<file path="config.mk">
export PLATFORM = sky130hd
export DESIGN_NAME = imm_encoder
export DESIGN_NICKNAME = d
export VERILOG_FILES = /design/src/rtl/imm_encoder_pkg.sv /design/src/rtl/imm_encoder_pack.sv /design/src/rtl/imm_encoder.sv
export SDC_FILE = /design/constraint.sdc
export NUM_CORES = 1
export LEC_CHECK = 0
export CORE_MARGIN = 5
export CORE_UTILIZATION = 60
export DETAILED_ROUTE_END_ITERATION = 10
export DONT_BUFFER_PORTS = 1
export GPL_TIMING_DRIVEN = 1
export PLACE_DENSITY = 0.84
export SYNTH_ARGS = -nofsm -noshare
export SYNTH_HDL_FRONTEND = slang
export SYNTH_SLANG_ARGS = --single-unit
</file>
<file path="constraint.sdc">
create_clock -name clk -period 2.25 [get_ports clk]
set_clock_uncertainty 0.15 [all_clocks]
set_input_delay 0.225 -clock clk [delete_from_list [all_inputs] [get_ports clk]]
set_output_delay 0.225 -clock clk [all_outputs]
set_load 0.005 [all_outputs]
</file>
<file path="src/rtl/imm_encoder_pkg.sv">
// imm_encoder_pkg: shared ImmSrc encodings, FSM states and immediate packing helpers
package imm_encoder_pkg;
  localparam logic [1:0] IMM_I = 2'b00;
  localparam logic [1:0] IMM_S = 2'b01;
  localparam logic [1:0] IMM_B = 2'b10;

  typedef enum logic [1:0] {ST_IDLE, ST_RUN, ST_FLUSH, ST_DONE} state_e;

  // Both 10 and 11 select the B layout.
  function automatic logic [31:0] pack_imm(input logic [31:0] tmpl, input logic [31:0] imm,
                                           input logic [1:0] src);
    logic [31:0] w;
    w = tmpl;
    if (src >= IMM_B) begin
      w[31]    = imm[12];
      w[7]     = imm[11];
      w[30:25] = imm[10:5];
      w[11:8]  = imm[4:1];
    end else if (src == IMM_S) begin
      w[31:25] = imm[11:5];
      w[11:7]  = imm[4:0];
    end else if (src == IMM_I) begin
      w[31:20] = imm[11:0];
    end
    return w;
  endfunction

  function automatic logic imm_fits(input logic [31:0] imm, input logic [1:0] src);
    return (src >= IMM_B) ? ((&imm[31:12] | ~|imm[31:12]) & ~imm[0])
                          : (&imm[31:11] | ~|imm[31:11]);
  endfunction
endpackage

</file>
<file path="src/rtl/imm_encoder_pack.sv">
// imm_pack: combinational immediate scatter plus legality flag
module imm_pack
  import imm_encoder_pkg::*;
(
  input  logic [31:0] instr,
  input  logic [31:0] imm,
  input  logic [1:0]  src,
  output logic [31:0] word,
  output logic        fits
);
  assign word = pack_imm(instr, imm, src);
  assign fits = imm_fits(imm, src);
endmodule

</file>
<file path="src/rtl/imm_encoder.sv">
// imm_encoder: packs immediates into instruction templates and streams them into instruction memory
module imm_encoder
  import imm_encoder_pkg::*;
#(
  parameter int DATA_WIDTH = 32,
  parameter int ADDR_WIDTH = 12
) (
  input  logic                  clk,
  input  logic                  rst,
  input  logic                  start,
  input  logic [ADDR_WIDTH-1:0] base_addr,
  input  logic                  in_valid,
  output logic                  in_ready,
  input  logic                  in_last,
  input  logic [DATA_WIDTH-1:0] in_instr,
  input  logic [DATA_WIDTH-1:0] in_imm,
  input  logic [1:0]            in_ImmSrc,
  output logic                  mem_we,
  output logic [ADDR_WIDTH-1:0] mem_addr,
  output logic [DATA_WIDTH-1:0] mem_wdata,
  output logic [ADDR_WIDTH-2:0] word_count,
  output logic                  busy,
  output logic                  done,
  output logic                  err,
  output logic [ADDR_WIDTH-1:0] err_addr
);
  localparam logic [ADDR_WIDTH-1:0] ADDR_STEP = ADDR_WIDTH'(4);
  localparam logic [ADDR_WIDTH-1:0] ADDR_MASK = ~ADDR_WIDTH'(3);
  localparam logic [ADDR_WIDTH-2:0] WC_ONE = (ADDR_WIDTH-1)'(1);

  state_e                state_q, state_d;
  logic [ADDR_WIDTH-1:0] addr_q, addr_d, mem_addr_q, mem_addr_d, err_addr_q, err_addr_d;
  logic [DATA_WIDTH-1:0] mem_wdata_q, mem_wdata_d;
  logic [ADDR_WIDTH-2:0] word_count_q, word_count_d;
  logic                  mem_we_q, mem_we_d, busy_q, busy_d, done_q, done_d, err_q, err_d;
  logic [31:0]           packed_word;
  logic                  fits, accept, go, wrap;

  imm_pack u_pack (
    .instr(in_instr),
    .imm  (in_imm),
    .src  (in_ImmSrc),
    .word (packed_word),
    .fits (fits)
  );

  always_comb begin
    accept       = in_valid && state_q == ST_RUN;
    go           = start && (state_q == ST_IDLE || state_q == ST_DONE);
    wrap         = &addr_q[ADDR_WIDTH-1:2] && !in_last;
    state_d      = state_q;
    addr_d       = addr_q;
    mem_addr_d   = mem_addr_q;
    mem_wdata_d  = mem_wdata_q;
    word_count_d = word_count_q;
    err_d        = err_q;
    err_addr_d   = err_addr_q;
    done_d       = done_q;
    mem_we_d     = accept;
    if (go) begin
      state_d      = ST_RUN;
      addr_d       = base_addr & ADDR_MASK;
      word_count_d = '0;
      err_d        = 1'b0;
      err_addr_d   = '0;
      done_d       = 1'b0;
    end
    if (accept) begin
      mem_addr_d   = addr_q;
      mem_wdata_d  = packed_word;
      addr_d       = addr_q + ADDR_STEP;
      word_count_d = word_count_q + WC_ONE;
      // A bad immediate blames its own word; a pure wrap blames the wrapped-to address 0.
      if (!fits || wrap) begin
        err_d      = 1'b1;
        err_addr_d = err_q ? err_addr_q : (fits ? '0 : addr_q);
      end
      if (in_last) begin
        state_d = ST_FLUSH;
        done_d  = 1'b1;
      end
    end
    if (state_q == ST_FLUSH) state_d = ST_DONE;
    busy_d = state_d == ST_RUN || state_d == ST_FLUSH;
  end

  always_ff @(posedge clk or negedge rst) begin
    if (!rst) begin
      state_q      <= ST_IDLE;
      addr_q       <= '0;
      mem_addr_q   <= '0;
      mem_wdata_q  <= '0;
      word_count_q <= '0;
      err_q        <= 1'b0;
      err_addr_q   <= '0;
      done_q       <= 1'b0;
      busy_q       <= 1'b0;
      mem_we_q     <= 1'b0;
    end else begin
      state_q      <= state_d;
      addr_q       <= addr_d;
      mem_addr_q   <= mem_addr_d;
      mem_wdata_q  <= mem_wdata_d;
      word_count_q <= word_count_d;
      err_q        <= err_d;
      err_addr_q   <= err_addr_d;
      done_q       <= done_d;
      busy_q       <= busy_d;
      mem_we_q     <= mem_we_d;
    end
  end

  assign in_ready   = state_q == ST_RUN;
  assign mem_we     = mem_we_q;
  assign mem_addr   = mem_addr_q;
  assign mem_wdata  = mem_wdata_q;
  assign word_count = word_count_q;
  assign busy       = busy_q;
  assign done       = done_q;
  assign err        = err_q;
  assign err_addr   = err_addr_q;
endmodule

</file>
Word level (Yosys, flattened, before mapping):

Index checks and enable logic that the tools add are counted.

* input bits: 83
* logic and storage cells: 69
* output and inout bits: 72
* flip-flop bits (word level): 85

* equal/unequal tests: 7
* muxes and demuxes: 27
* bitwise logic cells: 4
* magnitude comparators: 1
* add/sub/neg operators: 2
* reductions and logical operators: 18

Operators by type and width (count)
* $mux 12: 8
* $mux 11: 2
* $reduce_and 21->1: 1
* $reduce_or 21->1: 1
* $mux 5: 4
* $reduce_and 20->1: 1
* $reduce_or 20->1: 1
* $mux 7: 2
* $add 12x3->12 const B: 1
* $add 11x1->11 const B: 1
* $reduce_and 10->1: 1
* $mux 2: 4
* $mux 1: 7
* $eq 2x1->1 const B: 3
* $eq 2x2->1 const B: 3
* $logic_not 1->1: 4
* $logic_not 2->1: 2
* $logic_and 1x1->1: 3
* $logic_or 1x1->1: 3
* $ne 3x3->1 const B: 1
* $ge 2x2->1 const B: 1
* $or 1x1->1: 2
* $reduce_bool 2->1: 1
* $and 1x1->1: 1
* $not 1->1: 1

Depth between registers and ports, before layout:

Gate-level depths: netlist of run 1.

* depth after elaboration: 9
* mapped depth: 8

By module:

From an unflattened synthesis of run 1, not the netlist that was laid out.

* cells, all modules: 439
* area, all modules: 3955.0 um^2

By module, submodules not included
* imm_encoder: area an instance 3558.4 um^2, cells each 384, sequential area each 2026.9 um^2, instances 1
* imm_pack: area an instance 396.6 um^2, cells each 55, sequential area each 0.0 um^2, instances 1

Worst setup path after synthesis of run 1:

OpenSTA, ideal clock, no wires.

* path kind: register to register
* from: register addr_q[2]
* to: register err_addr_q[10] (netlist: err_addr[10])
* stages on the path, launching flop included: 9
* arrival: 1.745 ns
* required time: 2.008 ns
* slack: 0.263 ns
* library setup time: 0.092 ns
* cell sequence: dfrtp_1 ha_1 nand3_1 nor4_1 nor2_1 o311ai_0 nand2_1 buf_2 o31ai_2

* word-level cells in the longest chain between the ends: 5

Ends and longest elaborated chain
* from (decl): line imm_encoder.sv:32 `logic [ADDR_WIDTH-1:0] addr_q, addr_d, mem_addr_q, mem_addr_d, err_addr_q, err_addr_d;`
* from (signal assigned): line imm_encoder.sv:101 `addr_q <= addr_d;`
* $reduce_and 10->1 *: line imm_encoder.sv:50 `wrap = &addr_q[ADDR_WIDTH-1:2] && !in_last;`
* $logic_and 1x1->1 *: line imm_encoder.sv:50
* $logic_or 1x1->1 *: line imm_encoder.sv:74 `if (!fits || wrap) begin`
* $mux 12: line imm_encoder.sv:74
* $mux 12: line imm_encoder.sv:68 `if (accept) begin`
* to (signal assigned): line imm_encoder.sv:106 `err_addr_q <= err_addr_d;`
* to (decl): line imm_encoder.sv:32

Every way passes the cells marked *; elsewhere a longest branch is shown, timed or not.
A chain may end at the register's enable or synchronous reset.

Worst setup path in the final report of run 1:

* from: register addr_q[3]
* to: register err_addr_q[3] (netlist: err_addr[3])

* word-level cells in the longest chain between the ends: 5

Ends and longest elaborated chain (line)
* $reduce_and 10->1: imm_encoder.sv:50
* $logic_and 1x1->1: imm_encoder.sv:50
* $logic_or 1x1->1: imm_encoder.sv:74
* $mux 12: imm_encoder.sv:74
* $mux 12: imm_encoder.sv:68

Parallel ways exist; a longest one is shown, timed or not. The select of a mux whose other input is x is not followed.

==> reports/metrics.yaml, run 1 <==
timing:
  fin_hold_ws_ns: -0.5866
  hold_violations: 81
  setup_viol: 0
  period_minus_slack_ns: 2.117
  relSlewSlack_pct: 64.31
  setup_tns_ns: 0
  drv_slew: 0
  finalCritPeriodShare_pct: 94.08
  fmax_ghz: 0.4724
  worst_pin_slew_ns: 0.5312
flow_run:
  drv_cap: 0
synth:
  yosysTopAreaCell: "dfrtp_1"
  ys_warn_count: 0
  synthCells: 397
  yosysSeqAreaShare_pct: 54.58
  synthArstFlopShare_pct: 100.0
  yosys_register_bits: 81
  ys_top_cells_by_area: "dfrtp_1 (55%), nand2_1 (13%), o21ai_0 (4.4%)"
  netlist.area_leader.share_pct: 54.58
  synthTopCellsByCount: "nand2_1 (124), dfrtp_1 (81), o21ai_0 (33), inv_1 (18)"
  synth-edff-count: 0
  netlist_area_um2: 3714
  synth_most_common_cell: "nand2_1"
  synth.distinct_cells: 42
  ys.flop_type: "dfrtp_1"
  synth_area_per_cell_um2: 9.354
critical_path:
  path_class: "reg2reg"
  cp-end-kind: "register"
  cp.required_ns: 2.35
  cp-start-kind: "register"
  path_max_fanout: 12
  cp.arrival_ns: 2.22
finish:
  drive_gt1_share_pct: 9.409
  nNetsFinal: 539
  post-route-cell-area_um2: 4586
  multi_input_area_um2: 1544
  fillers: 376
  final-seq-area_um2: 2027
  syn_to_final_growth_pct: 23.48
drt:
  antenna_left: 0
  vias_per_cell: 5.884
  first_pass_iters: 6
  routed_wl_um: 9974
  drc_errors: 0
  wl_per_cell_um: 18.71
  vias: 3136
  drt_iter0_drc: 180
grt:
  grt_max_degree: 82
  grtUsageMet3_pct: 9.590
  grt_overflow: 0
  busiest_layer: "met2"
  grt_pass1_wl_um: 15540
  grt_antenna_before_repair: 0
  grt_use_total_pct: 25.88
  grt_use_met2_pct: 43.72
  grt_pass1_vias: 3191
  grt_use_met1_pct: 28.96
pwr:
  total_power_mw: 5.635
  powerDensity_nw_per_um2: 1229
  vdd_ir_drop_max_v: 0.0008337
  p_leak_nw: 2.157
placement:
  portBuffers: 0
  hpwl_um: 6503
  place.gp.congestion: 0.8856
  placed_cell_area_um2: 3804
clocking:
  htreeDepth: 3
  insertion_delay_ns: 0.35
  cts_buffer_depth: 2
  cts_sinks: 81
  ctsRootBufferMaster: "clkbuf_8"
  cts_tree: "yes"
  post-cts-setup-buffer-count: 0
  cts_inserted_buffers: 9
  cts_hold_buf: 52
  clk_pin_slew_worst_paths_ns: 0.08
run_status:
  failed_checks: "hold timing"
  status: "finished with violations"
floorplan:
  dieArea_um2: 7862
  die_width_um: 88.67
  start_util_pct: 62.35
  pin_count: 155
  num_rows: 28
  core_area_um2: 5956
  die_h_um: 88.67
worst_hold_path:
  hold_path.class: "in2async"
-- kinds of logic after synthesis --
group / count (synthesis) / synth area share, %
AO/OA/AOI/OAI: 67 / 12.30
adder cells (fa/ha/maj): 4 / 1.348
buffers and inverters: 39 / 4.413
multiplexers: 16 / 4.313
other: 1 / 0.1010
AND/OR/NAND/NOR: 188 / 22.71
XOR/XNOR: 1 / 0.2359
flip-flops: 81 / 54.58
-- stage by stage --
stage	utilization (%)	instances	setup slack, ns
after detailed placement	63.87	464	0.01398
after CTS	76.70	532	0.05339
after floorplan	-	398	0.2634
after global placement	63.87	464	0.1358
after global routing	76.95	532	-0.04889
final	77.00	533	0.1332
-- worst max-delay path, stage by stage, from the launching register on --
cell and delay (ns):
dfrtp_1 0.43, ha_1 0.22, nand3_1 0.16, nor4_4 0.35
nor2_1 0.08, o311ai_0 0.10, nand2_1 0.11, buf_4 0.21
o31ai_1 0.21
-- final cells by class --
class / count / area share, %
Sequential cell: 81 / 44.20
Clock inverter: 5 / 2.237
Timing Repair Buffer: 63 / 13.15
Antenna cell: 1 / 0.05457
Multi-Input combinational cell: 278 / 33.67
Clock buffer: 11 / 3.083
Tap cell: 75 / 2.046
Inverter: 19 / 1.555
-- registers in the layout (all words and copies together) (netlist names) --
signal and flops:
err_addr 12, addr_q 10, mem_addr 10, mem_we 1, done 1, word_count 11
state_q 2, busy 1, mem_wdata 32, err 1
-- final timing paths --
check                                           startpoint                    endpoint  slack, ns  cells after the start
min in group clk                                     start              done$_DFF_PN0_       0.03                      3
worst max register to register       addr_q[3]$_DFFE_PN0P_     err_addr[3]$_DFFE_PN0P_       0.13                      8
worst max-delay path                 addr_q[3]$_DFFE_PN0P_     err_addr[3]$_DFFE_PN0P_       0.13                      8
worst min-delay path                                   rst   mem_wdata[24]$_DFFE_PN0P_      -0.59                      0
worst min register to register  word_count[10]$_DFFE_PN0P_  word_count[10]$_DFFE_PN0P_       0.35                      1
max in group asynchronous                              rst  word_count[10]$_DFFE_PN0P_       2.44                      0
-- per-layer routing --
metal	wire, um	up-vias
li1	-	1456
met1	3561	1508
met2	5113	149
met3	1051	23
met4	248	0
met5	0	-
-- power breakdown --
group	switching [mW]	internal [mW]	leakage (nW)
sequential	0.554	2.04	1.01
clock	0.515	0.766	0.120
combinational	1.09	0.666	1.02
-- repair_timing --
item                                    CTS  global route
resized for setup                         1             2
hold endpoints to repair                128            81
endpoints found under the setup margin    3            12
-- cells in the final DEF (no fill, tap or decap), types with 5 or more instances in the layout --
cell type	synthesis	routed
inv_1	18	18
nand3_1	14	14
o21ai_0	33	33
mux2i_1	16	16
clkbuf_8	0	10
nor4_1	6	5
dlygate4sd3_1	0	52
o31ai_2	8	8
nand4_1	16	16
a21oi_1	8	8
dfrtp_1	81	81
buf_4	2	11
nand2_1	124	123
nor2_1	16	16
No activity file was read; power rests on OpenSTA's default activity.
==> inputs of run 2 (changes only) <==
--- a/config.mk
+++ b/config.mk
@@ -5,12 +5,14 @@
 export SDC_FILE = /design/constraint.sdc
 export NUM_CORES = 1
 export LEC_CHECK = 0
+export CELL_PAD_IN_SITES_DETAIL_PLACEMENT = 1
+export CELL_PAD_IN_SITES_GLOBAL_PLACEMENT = 2
 export CORE_MARGIN = 5
-export CORE_UTILIZATION = 60
+export CORE_UTILIZATION = 36
 export DETAILED_ROUTE_END_ITERATION = 10
 export DONT_BUFFER_PORTS = 1
 export GPL_TIMING_DRIVEN = 1
-export PLACE_DENSITY = 0.84
+export PLACE_DENSITY = 0.87
 export SYNTH_ARGS = -nofsm -noshare
 export SYNTH_HDL_FRONTEND = slang
 export SYNTH_SLANG_ARGS = --single-unit
==> run 2 against run 1 <==
  * Clock power decreased by 16%
  * Largest cell class unchanged
  * Register-to-register slack improved by 0.04 ns
  * Global-route usage decreased by 7.5 points
  * The flow still finishes with violations (hold timing)
  * Non-clock buffer count increased by 6
  * Via count increased by 0.83%
  * First-iteration DRC count increased by 2.8%
  * Hold slack about the same
  * Cell count increased by 13%
  * Worst setup slack improved by 0.038 ns
==> reports/metrics.yaml, run 2 (synthesized netlist as in run 1, its figures left out) <==
run_status:
  status: "finished with violations"  # unchanged
  failed_checks: "hold timing"  # unchanged
timing:
  setup_tns_ns: 0  # unchanged
  fin_ws_ns: 0.1710  # was 0.1332 ns
  worst_pin_slew_ns: 0.5270  # was 0.5312 ns
  fmax_ghz: 0.4810  # was 0.4724 GHz
  relSlewSlack_pct: 64.74  # was 64.31%
  hold_violations: 81  # unchanged
  fin_hold_ws_ns: -0.5862  # was -0.5866 ns
  setup_viol: 0  # unchanged
  finalCritPeriodShare_pct: 92.40  # was 94.08%
  drv_slew: 0  # unchanged
  period_minus_slack_ns: 2.079  # was 2.117 ns
floorplan:
  pin_count: 155  # unchanged
  die_width_um: 111.6  # was 88.67 um
  start_util_pct: 36.46  # was 62.35%
  num_rows: 37  # was 28
  dieArea_um2: 12450  # was 7862 um2
  core_area_um2: 10180  # was 5956 um2
  die_h_um: 111.6  # was 88.67 um
clocking:
  ctsRootBufferMaster: "clkbuf_8"  # unchanged
  cts_sinks: 81  # unchanged
  clk_pin_slew_worst_paths_ns: 0.08  # about the same
  cts_tree: "yes"  # unchanged
  htreeDepth: 3  # unchanged
  insertion_delay_ns: 0.35  # about the same
  cts_buffer_depth: 2  # unchanged
  cts_inserted_buffers: 9  # unchanged
  cts_hold_buf: 54  # was 52
pwr:
  p_leak_nw: 2.154  # was 2.157 nW
  pwr-share-seq_pct: 47.4  # was 46.1%
  p_int_mw: 3.277  # was 3.475 mW
  powerDensity_nw_per_um2: 1180  # was 1229 nW/um2
  clockPowerShare_pct: 19.7  # was 22.7%
  power_frac_comb_pct: 32.9  # was 31.2%
  switching_power_mw: 2.218  # was 2.160 mW
  switching_share_pct: 40.37  # was 38.33%
  vdd_ir_drop_max_v: 0.0006866  # was 0.0008337 V
placement:
  pre_cts_ws_ns: 0.02916  # was 0.01398 ns
  placed_cell_area_um2: 3902  # was 3804 um2
  portBuffers: 0  # unchanged
  place.gp.congestion: 0.8172  # was 0.8856
  hpwl_um: 7613  # was 6503 um
drt:
  wl_per_cell_um: 18.92  # was 18.71 um
  vias_per_cell: 5.270  # was 5.884
  vias: 3162  # was 3136
  first_pass_iters: 4  # was 6
  drc_errors: 0  # unchanged
  antenna_left: 0  # unchanged
  routed_wl_um: 11350  # was 9974 um
  drt_iter0_drc: 185  # was 180
grt:
  grt_max_degree: 82  # unchanged
  grt_pass1_vias: 3602  # was 3191
  grt_antenna_before_repair: 1  # was 0
  grt_pass1_wl_um: 18540  # was 15540 um
  grt_use_total_pct: 18.40  # was 25.88%
  grt_overflow: 0  # unchanged
critical_path:
  cp.arrival_ns: 2.17  # was 2.22 ns
  cp.required_ns: 2.35  # about the same
  path_max_fanout: 12  # unchanged
  crit_chain: "ha_1 > nand3_1 > nor4_2 > buf_4 > nor2_1 > o311ai_0 > nand2_1 > buf_4 > o31ai_1"  # was ha_1 > nand3_1 > nor4_4 > nor2_1 > o311ai_0 > nand2_1 > buf_4 > o31ai_1
  cp-start-kind: "register"  # unchanged
  path_buf_inv: 2  # was 1
  critical_path.top_delay_family: "simple AND/OR/NAND/NOR gates"  # unchanged
  slowest_delay_ns: 0.38  # was 0.43 ns
  cp_slowest_cell: "dfrtp_1"  # unchanged
  crit_top_cell: "buf_4"
  path_class: "reg2reg"  # unchanged
  cp-end-kind: "register"  # unchanged
finish:
  drive_gt1_share_pct: 10.15  # was 9.409%
  syn_to_final_growth_pct: 25.37  # was 23.48%
  most-common-layout-cells: "nand2_1 (123), dfrtp_1 (81), dlygate4sd3_1 (54)"  # was nand2_1 (123), dfrtp_1 (81), dlygate4sd3_1 (52)
  nNetsFinal: 545  # was 539
  final-seq-area_um2: 2027  # unchanged
  multi_input_area_um2: 1535  # was 1544 um2
  utilization_pct: 45.71  # was 77.00%
  fillers: 1171  # was 376
  largest_reg_flops: 32  # unchanged
  final_common_cell: "nand2_1"  # unchanged
  post-route-cell-area_um2: 4656  # was 4586 um2
worst_hold_path:
  hold_path.class: "in2async"  # unchanged
flow_run:
  drv_cap: 0  # unchanged
-- run 2: cell types whose count changed in the layout (fill, tap and decap cells not counted), sizes merged --
cell,before,now
buf,11,15
bufinv,3,1
clkinv,1,2
clkinvlp,1,2
dlygate4sd3,52,54
-- run 2: power groups by stage --
| stage | Sequential [mW] | Clock, mW | Combinational [mW] |
|---|---|---|---|
| 2_1_floorplan | 2.44 | 0 | 1.25 |
| 3_3_place_gp | 2.62 | 0 | 1.58 |
| 3_5_place_dp | 2.64 | 0 | 1.69 |
| 4_1_cts | 2.62 | 1.12 | 1.78 |
| 5_1_grt | 2.69 | 1.18 | 2.08 |
| 6_report | 2.61 | 1.08 | 1.81 |
-- run 2: layout make-up --
type | instances | area share, %
Sequential cell | 81 | 43.54
Multi-Input combinational cell | 278 | 32.97
Timing Repair Buffer | 69 | 14.03
Tap cell | 136 | 3.655
Clock buffer | 11 | 3.037
Inverter | 19 | 1.532
Clock inverter | 5 | 1.182
Antenna cell | 1 | 0.05375
-- run 2: timing repair --
item,in CTS,in global routing
gates resized for setup,1,1
pin swaps,0,0
setup buffers,0,1
setup endpoints to repair,1,10
endpoints found under the hold margin,127,81
-- run 2: worst paths after layout --
check                                            endpoint  slack, ns                 startpoint  cells past startpoint
worst min-delay path            mem_wdata[26]$_DFFE_PN0P_      -0.59                        rst                      0
worst max-delay path              err_addr[3]$_DFFE_PN0P_       0.17      addr_q[3]$_DFFE_PN0P_                      9
min in group clk                           busy$_DFF_PN0_       0.07                      start                      2
max in group asynchronous            state_q[1]$_DFF_PN0_       2.36                        rst                      0
worst min register to register  mem_wdata[12]$_DFFE_PN0P_       0.37  mem_wdata[12]$_DFFE_PN0P_                      2
worst max register to register    err_addr[3]$_DFFE_PN0P_       0.17      addr_q[3]$_DFFE_PN0P_                      9
-- run 2: worst reg2reg max path, stage by stage, from the launching register on --
cell and delay, ns:
dfrtp_1 0.38, ha_1 0.20, nand3_1 0.14, nor4_2 0.29
buf_4 0.17, nor2_1 0.04, o311ai_0 0.10, nand2_1 0.09
buf_4 0.21, o31ai_1 0.22
-- run 2: layer usage --
metal	global-route usage (%)	vias to the layer above	share of wire, %
met3	5.598	20	7.0
met4	6.164	0	1.9
met2	33.41	98	52
met1	20.48	1568	39
li1	-	1476	-
met5	0	-	0
-- run 2: stage by stage --
stage | power, mW | instances
global route | 5.944 | 600
CTS | 5.512 | 598
finish | 5.496 | 600
floorplan | 3.699 | 398
global placement | 4.200 | 528
detailed placement | 4.328 | 528
